$ cat src/rtl/mul_ctrl_pkg.sv
// Shared constants and state encoding for the shared-multiplier controller.
package mul_ctrl_pkg;

    localparam int OP_W           = 32;  // operand width
    localparam int PROD_W         = 64;  // product width
    localparam int MUL_CYCLES_DEF = 33;  // 1 load edge + 32 shift-add iterations
    localparam int CNT_W          = 6;   // wide enough to hold MUL_CYCLES

    typedef enum logic [1:0] {
        ST_IDLE  = 2'd0,
        ST_CLEAR = 2'd1,
        ST_RUN   = 2'd2,
        ST_DONE  = 2'd3
    } state_e;

endpackage

$ cat src/rtl/rr_arbiter.sv
// Combinational round-robin arbiter: grants the first requester at or after ptr,
// wrapping around to index 0.
module rr_arbiter #(
    parameter int NUM_REQ = 4,
    parameter int ID_W    = $clog2(NUM_REQ)
) (
    input  logic [NUM_REQ-1:0] req,
    input  logic [ID_W-1:0]    ptr,
    output logic [NUM_REQ-1:0] grant,
    output logic [ID_W-1:0]    grant_id
);

    // Two passes: indices >= ptr first, then any index (only reached when the upper
    // range was empty, so it picks the lowest set bit below ptr).
    always_comb begin
        logic found;
        grant    = '0;
        grant_id = '0;
        found    = 1'b0;
        for (int j = 0; j < NUM_REQ; j++) begin
            if (!found && req[j] && (ID_W'(j) >= ptr)) begin
                grant[j] = 1'b1;
                grant_id = ID_W'(j);
                found    = 1'b1;
            end
        end
        for (int j = 0; j < NUM_REQ; j++) begin
            if (!found && req[j]) begin
                grant[j] = 1'b1;
                grant_id = ID_W'(j);
                found    = 1'b1;
            end
        end
    end

endmodule

$ cat src/rtl/mul_share_ctrl.sv
// Shares one sequential 32x32 multiplier among NUM_REQ requesters: round-robin
// grant, clear the multiplier, hold operands, count its latency, return the product.
module mul_share_ctrl
    import mul_ctrl_pkg::*;
#(
    parameter int NUM_REQ    = 4,
    parameter int ID_W       = $clog2(NUM_REQ),
    parameter int MUL_CYCLES = MUL_CYCLES_DEF
) (
    input  logic                    clk,
    input  logic                    reset,
    input  logic [NUM_REQ-1:0]      req_valid,
    input  logic [NUM_REQ*OP_W-1:0] req_a,
    input  logic [NUM_REQ*OP_W-1:0] req_b,
    output logic [NUM_REQ-1:0]      req_ready,
    output logic                    resp_valid,
    output logic [ID_W-1:0]         resp_id,
    output logic [PROD_W-1:0]       resp_product,
    input  logic                    resp_ready,
    output logic                    busy,
    output logic                    mul_reset,
    output logic [OP_W-1:0]         mul_a,
    output logic [OP_W-1:0]         mul_b,
    input  logic [PROD_W-1:0]       mul_product
);

    state_e              state_q, state_d;
    logic [ID_W-1:0]     rr_ptr_q, rr_ptr_d;
    logic [CNT_W-1:0]    cnt_q, cnt_d;
    logic [OP_W-1:0]     a_q, a_d;
    logic [OP_W-1:0]     b_q, b_d;
    logic [ID_W-1:0]     id_q, id_d;
    logic                resp_valid_q, resp_valid_d;
    logic [PROD_W-1:0]   resp_product_q, resp_product_d;

    logic [NUM_REQ-1:0]  grant;
    logic [ID_W-1:0]     grant_id;

    rr_arbiter #(
        .NUM_REQ (NUM_REQ),
        .ID_W    (ID_W)
    ) u_arb (
        .req      (req_valid),
        .ptr      (rr_ptr_q),
        .grant    (grant),
        .grant_id (grant_id)
    );

    // Grants are only offered from IDLE; suppressed while reset is applied.
    assign req_ready    = (state_q == ST_IDLE && !reset) ? grant : '0;
    assign busy         = (state_q != ST_IDLE);
    assign mul_reset    = reset | (state_q == ST_CLEAR);
    assign mul_a        = a_q;
    assign mul_b        = b_q;
    assign resp_valid   = resp_valid_q;
    assign resp_id      = id_q;
    assign resp_product = resp_product_q;

    // Next-state and datapath updates for the IDLE/CLEAR/RUN/DONE sequence.
    always_comb begin
        state_d        = state_q;
        rr_ptr_d       = rr_ptr_q;
        cnt_d          = cnt_q;
        a_d            = a_q;
        b_d            = b_q;
        id_d           = id_q;
        resp_valid_d   = resp_valid_q;
        resp_product_d = resp_product_q;
        case (state_q)
            ST_IDLE: begin
                if (|grant) begin
                    for (int i = 0; i < NUM_REQ; i++) begin
                        if (grant[i]) begin
                            a_d = req_a[OP_W*i +: OP_W];
                            b_d = req_b[OP_W*i +: OP_W];
                        end
                    end
                    id_d     = grant_id;
                    rr_ptr_d = (grant_id == ID_W'(NUM_REQ-1)) ? '0 : grant_id + 1'b1;
                    state_d  = ST_CLEAR;
                end
            end
            ST_CLEAR: begin
                cnt_d   = '0;
                state_d = ST_RUN;
            end
            ST_RUN: begin
                cnt_d = cnt_q + 1'b1;
                if (cnt_q == CNT_W'(MUL_CYCLES)) begin
                    resp_product_d = mul_product;
                    resp_valid_d   = 1'b1;
                    state_d        = ST_DONE;
                end
            end
            ST_DONE: begin
                if (resp_ready) begin
                    resp_valid_d = 1'b0;
                    state_d      = ST_IDLE;
                end
            end
            default: state_d = ST_IDLE;
        endcase
    end

    // State and datapath registers; reset aborts any operation without a response.
    always_ff @(posedge clk) begin
        if (reset) begin
            state_q        <= ST_IDLE;
            rr_ptr_q       <= '0;
            cnt_q          <= '0;
            a_q            <= '0;
            b_q            <= '0;
            id_q           <= '0;
            resp_valid_q   <= 1'b0;
            resp_product_q <= '0;
        end else begin
            state_q        <= state_d;
            rr_ptr_q       <= rr_ptr_d;
            cnt_q          <= cnt_d;
            a_q            <= a_d;
            b_q            <= b_d;
            id_q           <= id_d;
            resp_valid_q   <= resp_valid_d;
            resp_product_q <= resp_product_d;
        end
    end

endmodule
$ cat config.mk
export PLATFORM = sky130hd
export DESIGN_NAME = mul_share_ctrl
export DESIGN_NICKNAME = d
export VERILOG_FILES = /design/src/rtl/mul_ctrl_pkg.sv /design/src/rtl/rr_arbiter.sv /design/src/rtl/mul_share_ctrl.sv
export SDC_FILE = /design/constraint.sdc
export NUM_CORES = 1
export LEC_CHECK = 0
export BUFFER_PORTS_ARGS = -buffer_cell sky130_fd_sc_hd__buf_2
export CAP_MARGIN = 10
export CORE_AREA = 4 4 176 178
export DETAILED_ROUTE_END_ITERATION = 16
export DIE_AREA = 0 0 180 182
export GPL_TIMING_DRIVEN = 0
export PLACE_DENSITY = 0.53
export SETUP_SLACK_MARGIN = 0.2
export SLEW_MARGIN = 30
export SYNTH_ARGS = -nofsm -noshare
export SYNTH_HDL_FRONTEND = slang
export SYNTH_HIERARCHICAL = 1
export SYNTH_SLANG_ARGS = --single-unit
$ cat constraint.sdc
create_clock -name clk -period 4.65 [get_ports clk]
set_input_delay 0.6975 -clock clk [delete_from_list [all_inputs] [get_ports clk]]
set_output_delay 0.6975 -clock clk [all_outputs]
set_load 0.02 [all_outputs]
Word level (Yosys, flattened, before mapping)
Index checks and enable logic that the tools add are counted.
{"block": "word_totals", "word_cells": 93, "register_bits": 141, "in_bits": 327}
{"block": "op_classes", "n_reduce_logical": 31, "n_eq_ne": 8, "muxes": 39, "bitwise_logic": 1, "magnitude_cmp": 4, "addsub": 2}
{"cell": "$mux 32", "count": 8}
{"cell": "$mux 2", "count": 10}
{"cell": "$mux 1", "count": 17}
{"cell": "$logic_and 1x1->1", "count": 12}
{"cell": "$pmux 6 s2", "count": 1}
{"cell": "$reduce_and 3->1", "count": 3}
{"cell": "$logic_not 1->1", "count": 8}
{"cell": "$pmux 2 s4", "count": 1}
{"cell": "$add 6x1->6 const B", "count": 1}
{"cell": "$eq 2x2->1 const B", "count": 3}
{"cell": "$eq 6x6->1 const B", "count": 1}
{"cell": "$reduce_bool 2->1", "count": 3}
{"cell": "$ge 1x2->1 const A", "count": 2}
{"cell": "$ge 2x2->1 const A", "count": 2}
{"cell": "$mux 4", "count": 1}
{"cell": "$ne 2x2->1 const B", "count": 2}
{"cell": "$reduce_and 2->1", "count": 2}
{"cell": "$reduce_bool 4->1", "count": 1}
{"cell": "$reduce_or 4->1", "count": 1}
{"cell": "$add 2x1->2 const B", "count": 1}
{"cell": "$eq 2x1->1 const B", "count": 1}
{"cell": "$logic_not 2->1", "count": 1}
{"cell": "$ne 2x1->1 const B", "count": 1}
{"cell": "$pmux 1 s2", "count": 1}
{"cell": "$or 1x1->1", "count": 1}

Logic depth before layout (Yosys ltp)
Gate-level depths: netlist of the first run.
{"block": "logic_depth", "word_depth": 30, "mapped_depth": 11, "mapped_depth_nobuf": 7}

By module
The synthesis of the first run kept the hierarchy.
{"mod": "mul_share_ctrl", "n_inst": 1, "cells_each": 861, "area_each_um2": 7453.4, "seq_area_each_um2": 2822.7}
{"mod": "rr_arbiter", "n_inst": 1, "cells_each": 31, "area_each_um2": 209.0, "seq_area_each_um2": 0.0}

Worst setup path before layout of the first run
OpenSTA, ideal clock, no wires.
{"block": "synth_path", "path_kind": "input-to-output", "from": "input port req_valid[2]", "to": "output port req_ready[1]", "path_stages": 8, "setup_slack_ns": 2.019, "t_arrival_ns": 1.934, "cell_sequence": "clkbuf_2 > nor2b_1 > o21ai_0 > and3_1 > buf_4 > buf_4 > buf_6 > and2_1"}
{"block": "synth_via", "elab_chain_cells": 14}
{"item": "start: declaration", "line_no": "mul_share_ctrl.sv:12", "source": "input logic [NUM_REQ-1:0] req_valid,"}
{"item": "$logic_and 1x1->1 (*) (2 in a row)", "line_no": "rr_arbiter.sv:21", "source": "if (!found && req[j] && (ID_W'(j) >= ptr)) begin"}
{"item": "$mux 1 (*)", "line_no": "rr_arbiter.sv:21"}
{"item": "$logic_not 1->1", "line_no": "rr_arbiter.sv:21"}
{"item": "$logic_and 1x1->1 (2 in a row)", "line_no": "rr_arbiter.sv:21"}
{"item": "$mux 1 (*)", "line_no": "rr_arbiter.sv:21"}
{"item": "$logic_not 1->1", "line_no": "rr_arbiter.sv:28", "source": "if (!found && req[j]) begin"}
{"item": "$logic_and 1x1->1", "line_no": "rr_arbiter.sv:28"}
{"item": "$mux 1 (*)", "line_no": "rr_arbiter.sv:28"}
{"item": "$logic_not 1->1 (*)", "line_no": "rr_arbiter.sv:28"}
{"item": "$logic_and 1x1->1 (*)", "line_no": "rr_arbiter.sv:28"}
{"item": "$mux 1 (*)", "line_no": "rr_arbiter.sv:28"}
{"item": "via grant[1]", "line_no": "mul_share_ctrl.sv:36", "source": "logic [NUM_REQ-1:0] grant;"}
{"item": "$mux 4 (*)", "line_no": "mul_share_ctrl.sv:50", "source": "assign req_ready = (state_q == ST_IDLE && !reset) ? grant : '0;"}
{"item": "end: declaration", "line_no": "mul_share_ctrl.sv:15", "source": "output logic [NUM_REQ-1:0] req_ready,"}
Mark *: on every way through the listed nets, which the timed path passes. The rest lies on a longest branch.

Worst setup path after layout of the first run
{"block": "layout_path", "from": "register rr_ptr_q[0]", "to": "output port req_ready[2]"}
{"block": "layout_via", "elab_chain_cells": 25, "word_cells_on_any_way": 29, "classes_between": "4 x order compare; 9 x mux; 16 x reduce/logical"}
{"item": "start: declaration", "line_no": "mul_share_ctrl.sv:28", "source": "logic [ID_W-1:0] rr_ptr_q, rr_ptr_d;"}
{"item": "start signal: assignment", "line_no": "mul_share_ctrl.sv:118", "source": "rr_ptr_q <= rr_ptr_d;"}
{"item": "$ge 1x2->1", "line_no": "rr_arbiter.sv:21"}
{"item": "$logic_and 1x1->1", "line_no": "rr_arbiter.sv:21"}
{"item": "$mux 1", "line_no": "rr_arbiter.sv:21"}
{"item": "$logic_not 1->1", "line_no": "rr_arbiter.sv:21"}
{"item": "$logic_and 1x1->1 (2 in a row)", "line_no": "rr_arbiter.sv:21"}
{"item": "$mux 1", "line_no": "rr_arbiter.sv:21"}
{"item": "$logic_not 1->1", "line_no": "rr_arbiter.sv:21"}
{"item": "$logic_and 1x1->1 (2 in a row)", "line_no": "rr_arbiter.sv:21"}
{"item": "[8 not listed]"}
{"item": "$logic_not 1->1", "line_no": "rr_arbiter.sv:28"}
{"item": "$logic_and 1x1->1", "line_no": "rr_arbiter.sv:28"}
{"item": "$mux 1", "line_no": "rr_arbiter.sv:28"}
{"item": "$logic_not 1->1", "line_no": "rr_arbiter.sv:28"}
{"item": "$logic_and 1x1->1", "line_no": "rr_arbiter.sv:28"}
{"item": "$mux 1 (*)", "line_no": "rr_arbiter.sv:28"}
{"item": "via grant[2]", "line_no": "mul_share_ctrl.sv:36"}
{"item": "$mux 4 (*)", "line_no": "mul_share_ctrl.sv:50"}
Marked as above.

==> run metrics, run 1 <==
status=complete, no violations; Die H=182 µm; asr flop ratio synth=0%; CTS clock-pin slew for the worst setup and hold paths=70 ps; Mean Syn Cell Area=8.590 µm²; gpl congestion=0.9475; setup_tns=0 ps; CTS tree=yes; CP max FO=10; Tmin final=3261 ps; total track usage=18.06%; Via density=4.534; Skew-Pair Late Insertion Delay=430 ps; Post-CTS Setup Inserts=0; Pwr per Cell Area=536.9 mW/mm²; CP Class=reg -> out; Max IR drop VDD=209.8 µV; PortBufs=459; f_max=306.6 MHz; #FFs+latches synth=141; post-synthesis sequential area ratio=36.84%; commonest non-fill, non-tap cell in the layout=buf_2; Final Hold Viols=0; Routed Antenna Nets=0; commonest non-fill, non-tap cells in the layout=buf_2, nand2_1, dfxtp_1, mux2i_1, a21oi_1; leading area contributor after synthesis=dfxtp_1; vias in the first global route=7,983; worst r2r src=rr_ptr_q[0]$_SDFFE_PP0P_; Final period util=70.14%; Root Driver=clkbuf_16; Die W=180 µm; I/O Pins=464; Hold Path Class=reg -> reg; share of layout cells above drive strength 1=44.18%; YS warnings=6; Post-synth top flop=dfxtp_1; RSZ-0062 raised after global routing=false; Slew HR=48.19%; Hold Buf Count CTS=0; CTS max path bufs=2; clock sinks=141; Synth Cell Area=0.007662 mm²; Critical Path Source=rr_ptr_q[0]$_SDFFE_PP0P_; leakage=4.889 nW; worst slew pin tran=777.2 ps; WP data arrival=2560 ps; Final Max Tran Viols=0; Final Skew=13.95 ps; max-cap violations=0; Total Die Area=0.03276 mm²; # setup viols final=0; Post-DP Area=0.01045 mm²; worst path required time=3950 ps; Synth Net Count=1,226; WL/cell=17.48 µm; CP endpoint kind=output port; Initial Utilization=26.06%; area fraction of the dominant cell type after synthesis=36.84%; Mapped Cells=892; Filler Cell Count=3,145; post-DP HPWL=24.71 mm; EDFF count, synth=0; NumNets Final=1,704; TritonCTS buffer count=17; total power=5.921 mW; crit path launch type=register; DR pass1 iterations=6; first-pass GRT wire length=46.95 mm; post-cts gate resize count=0; Post-route DRC=0; largest net degree at the start of global routing=17; htree depth=4; Netlist cell types=42; synthesis-to-finish area growth=43.93%; core area=0.02940 mm²; hold_sp=resp_product[4]$_SDFFE_PP0P_; detailed-route wire length=31.03 mm; via count=8,047; synth top area cells=dfxtp_1, mux2i_1, nand2_1; initial antenna violation count=4; row count=63; fin area=0.01103 mm²; global route overflow=0; number of DRC markers in iteration 0=275
state kept, by name (all words and copies together) (netlist names):
register	flops
cnt_q	6
mul_a	32
mul_b	32
resp_id	2
resp_product	64
resp_valid	1
rr_ptr_q	2
state_q	2
synth_stat cells, types with 2 or more instances:
master and number:
nand2_1 205, dfxtp_1 141, mux2i_1 130, a21oi_1 76, nor2_1 72, o21ai_0 66, a211oi_2 59, clkbuf_1 23
buf_2 19, buf_4 15, buf_6 13, ha_1 7, a211oi_1 6, buf_8 6, inv_1 6, and2_1 5
nand2b_1 4, nor2b_1 4, o21a_1 3, xor2_1 3, a21o_1 2, and3_1 2, clkbuf_2 2, nand3b_1 2
nand4_1 2, nor3_1 2, o22ai_1 2
logic make-up (layout without fill, tap and decap cells):
family	count (synthesis)	in the layout	share of synthesized area, %
and+or+nand+nor	304	304	16.07
AOI/OAI and AO/OA	222	222	21.23
DFF	141	141	36.84
muxes	130	130	16.98
buffers and inverters	85	576	7.397
adders and majority gates	7	7	1.143
xor gates and xnor gates	3	3	0.3430
other	0	2	0
metrics by stage:
stage | worst slack [ps] | cells | util, % | hold WS, ps
CTS | 1360 | 1773 | 37.49 | 453.4
global placement | 1463 | 1741 | 35.53 | 438.5
finish | 1389 | 1775 | 37.51 | 450.2
detailed placement | 1455 | 1741 | 35.53 | 443.5
floorplan | 2019 | 892 | - | 457.5
global route | 1250 | 1773 | 37.49 | 465.9
power by group:
group          switching [mW]  leakage, nW  total [mW]  internal, mW
Clock                   0.632        0.280        1.35         0.718
Combinational            1.81         3.46        2.92          1.11
Sequential              0.149         1.15        1.65          1.50
worst paths after layout:
kind | endpoint | slack (ps) | cells after the start
setup / recovery | req_ready[2] | 1390 | 8
hold / removal | resp_product[4]$_SDFFE_PP0P_ | 450 | 2
setup reg to reg | mul_b[16]$_SDFFE_PP0P_ | 1940 | 11
hold reg to reg | resp_product[4]$_SDFFE_PP0P_ | 450 | 2
layout make-up:
cell class	count	area [µm²]	share of cell area, %
Tap cell	390	488.0	4.425
Timing Repair Buffer	459	2297	20.83
Buffer	79	544.3	4.935
Clock inverter	14	146.4	1.327
Antenna cell	2	5.005	0.04538
Multi-Input combinational cell	666	4273	38.75
Inverter	6	22.52	0.2042
Clock buffer	18	429.2	3.892
Sequential cell	141	2823	25.60
metal layers:
layer | track usage (%) | vias to the layer above | share of wire, %
li1 | - | 4042 | -
met1 | 21.47 | 3654 | 41
met2 | 31.40 | 308 | 50
met3 | 5.869 | 39 | 7.7
met4 | 4.938 | 4 | 1.9
met5 | 0 | - | 0.10
worst max-delay path, stage by stage (launching register included):
cell	delay (ps)
dfxtp_1	330
buf_4	170
a21o_1	150
a21oi_1	130
o21a_1	340
buf_4	290
clkbuf_1	340
and2_1	210
buf_2	170
(Power assumes the default switching activity.)
==> run 2: changes to the inputs <==
CORE_AREA = 4 4 181 183   (was 4 4 176 178)
DIE_AREA = 0 0 185 187   (was 0 0 180 182)
PLACE_DENSITY = 0.52   (was 0.53)
clock period = 2.7 ns   (was 4.65 ns; I/O delays follow)
==> run 2 against run 1 <==
  * Non-clock buffer count is 10 higher
  * Wire length is 0.11% lower
  * Sequential cell count stayed put
  * Clock skew is 2.2 ps lower
  * Cell count is 1.1% higher
  * Global-route usage is 1.3 points lower
  * Combinational power is 76% higher
==> run metrics, run 2 (synthesis gave the netlist of run 1 again) <==
Post-route DRC=0; Filler Cell Count=3,363; detailed-route wire length=31.00 mm; max-cap violations=0; fin area=0.01124 mm²; total track usage=16.76%; Total Die Area=0.03460 mm²; Via density=4.488; dpl cells=1,753; # setup viols final=0; Skew-Pair Late Insertion Delay=420 ps; I/O Pins=464; antenna cells=0; Hold Path Class=in -> reg; Final Max Tran Viols=0; CP max FO=10; Pwr per Cell Area=929.9 mW/mm²; Die H=187 µm; post-DP HPWL=25.02 mm; Final period util=89.71%; core area=0.03123 mm²; worst slew pin tran=757.3 ps; gpl congestion=0.8612; global route overflow=0; TritonCTS buffer count=17; share of layout cells above drive strength 1=45.19%; CTS max path bufs=2; Slew HR=49.51%; largest net degree at the start of global routing=17; WHS=214.9 ps; via count=8,052; Max IR drop VDD=341.7 µV; Largest register FFs=64; status=complete, no violations; row count=65; commonest non-fill, non-tap cells in the layout=buf_2, nand2_1, dfxtp_1, mux2i_1, a21oi_1; Initial Utilization=24.54%; Tmin final=2422 ps; Post-DP Area=0.01046 mm²; WP data arrival=2020 ps; leakage=4.975 nW; DR pass1 iterations=5; CTS clock-pin slew for the worst setup and hold paths=70 ps; Root Driver=clkbuf_16; Final Hold Viols=0; vias in the first global route=8,096; Final Instance Count excl. Fillers=1,794; crit path launch type=register; Die W=185 µm; CP endpoint kind=output port; initial antenna violation count=1; number of DRC markers in iteration 0=277; NumNets Final=1,714; commonest non-fill, non-tap cell in the layout=buf_2; PortBufs=459; RSZ-0062 raised after global routing=true; first-pass GRT wire length=45.60 mm; htree depth=4; f_max=412.9 MHz; clock sinks=141; CP Class=reg -> out; synthesis-to-finish area growth=46.70%; worst path required time=2300 ps; Routed Antenna Nets=0; Final Skew=11.70 ps; WL/cell=17.28 µm; CTS tree=yes
-- run 2: final timing paths --
kind                                                   start                       endpoint  slack [ps]  depth (start not counted)
worst max-delay path                rr_ptr_q[1]$_SDFFE_PP0P_                   req_ready[3]         280                          9
worst min-delay path                         mul_product[30]  resp_product[30]$_SDFFE_PP0P_         210                          3
worst min register to register  resp_product[8]$_SDFFE_PP0P_   resp_product[8]$_SDFFE_PP0P_         450                          2
worst max register to register      rr_ptr_q[1]$_SDFFE_PP0P_         mul_a[19]$_SDFFE_PP0P_         310                         12
-- run 2: power breakdown --
| group | internal (mW) | switching [mW] | leakage [nW] |
|---|---|---|---|
| Sequential | 2.59 | 0.263 | 1.15 |
| Combinational | 2.02 | 3.13 | 3.54 |
| Clock | 1.40 | 1.05 | 0.286 |
| Total | 6.00 | 4.45 | 4.97 |
-- run 2: repair_timing --
| item | 4_1_cts | 5_1_grt |
|---|---|---|
| endpoints found under the hold margin | 0 | 0 |
| endpoints found under the setup margin | 68 | 46 |
| gates resized for setup | 18 | 15 |
| pin swaps | 0 | 1 |
| hold buffers | 0 | 0 |
| buffers inserted | 1 | 9 |
-- run 2: per-stage QoR --
step	power (mW)	setup WS [ps]	TNS, ps	utilization (%)
after floorplan	6.334	653.8	0	-
after global placement	7.932	-255.2	-733.0	33.50
after detailed placement	8.006	-258.4	-834.3	33.50
after CTS	10.56	200.1	0	35.61
after global routing	11.14	173.3	0	35.99
final	10.45	277.9	0	35.99
-- run 2: critical path, cell delays in order (launching register included) --
cell	delay [ps]
dfxtp_2	330
buf_6	130
inv_1	80
a21oi_2	60
o221a_2	260
buf_4	160
buf_12	150
buf_12	150
and2_1	130
buf_4	150
-- run 2: final cells by class --
cell class	count	area (µm²)	share of cell area, %
clock inverter	14	173.9	1.547
inverter	6	22.52	0.2004
clock buffer	17	425.4	3.784
timing repair buffer	469	2375	21.13
tap	402	503.0	4.475
multi-input combinational	666	4297	38.22
sequential	141	2825	25.13
buffer	79	619.3	5.510
-- run 2: metal layers --
layer	track usage, %	routed length [µm]	share of wire (%)
met1	19.10	12370	40
met2	30.65	15750	51
met3	5.193	2498	8.1
met4	3.388	357	1.2
met5	0	13	0.042
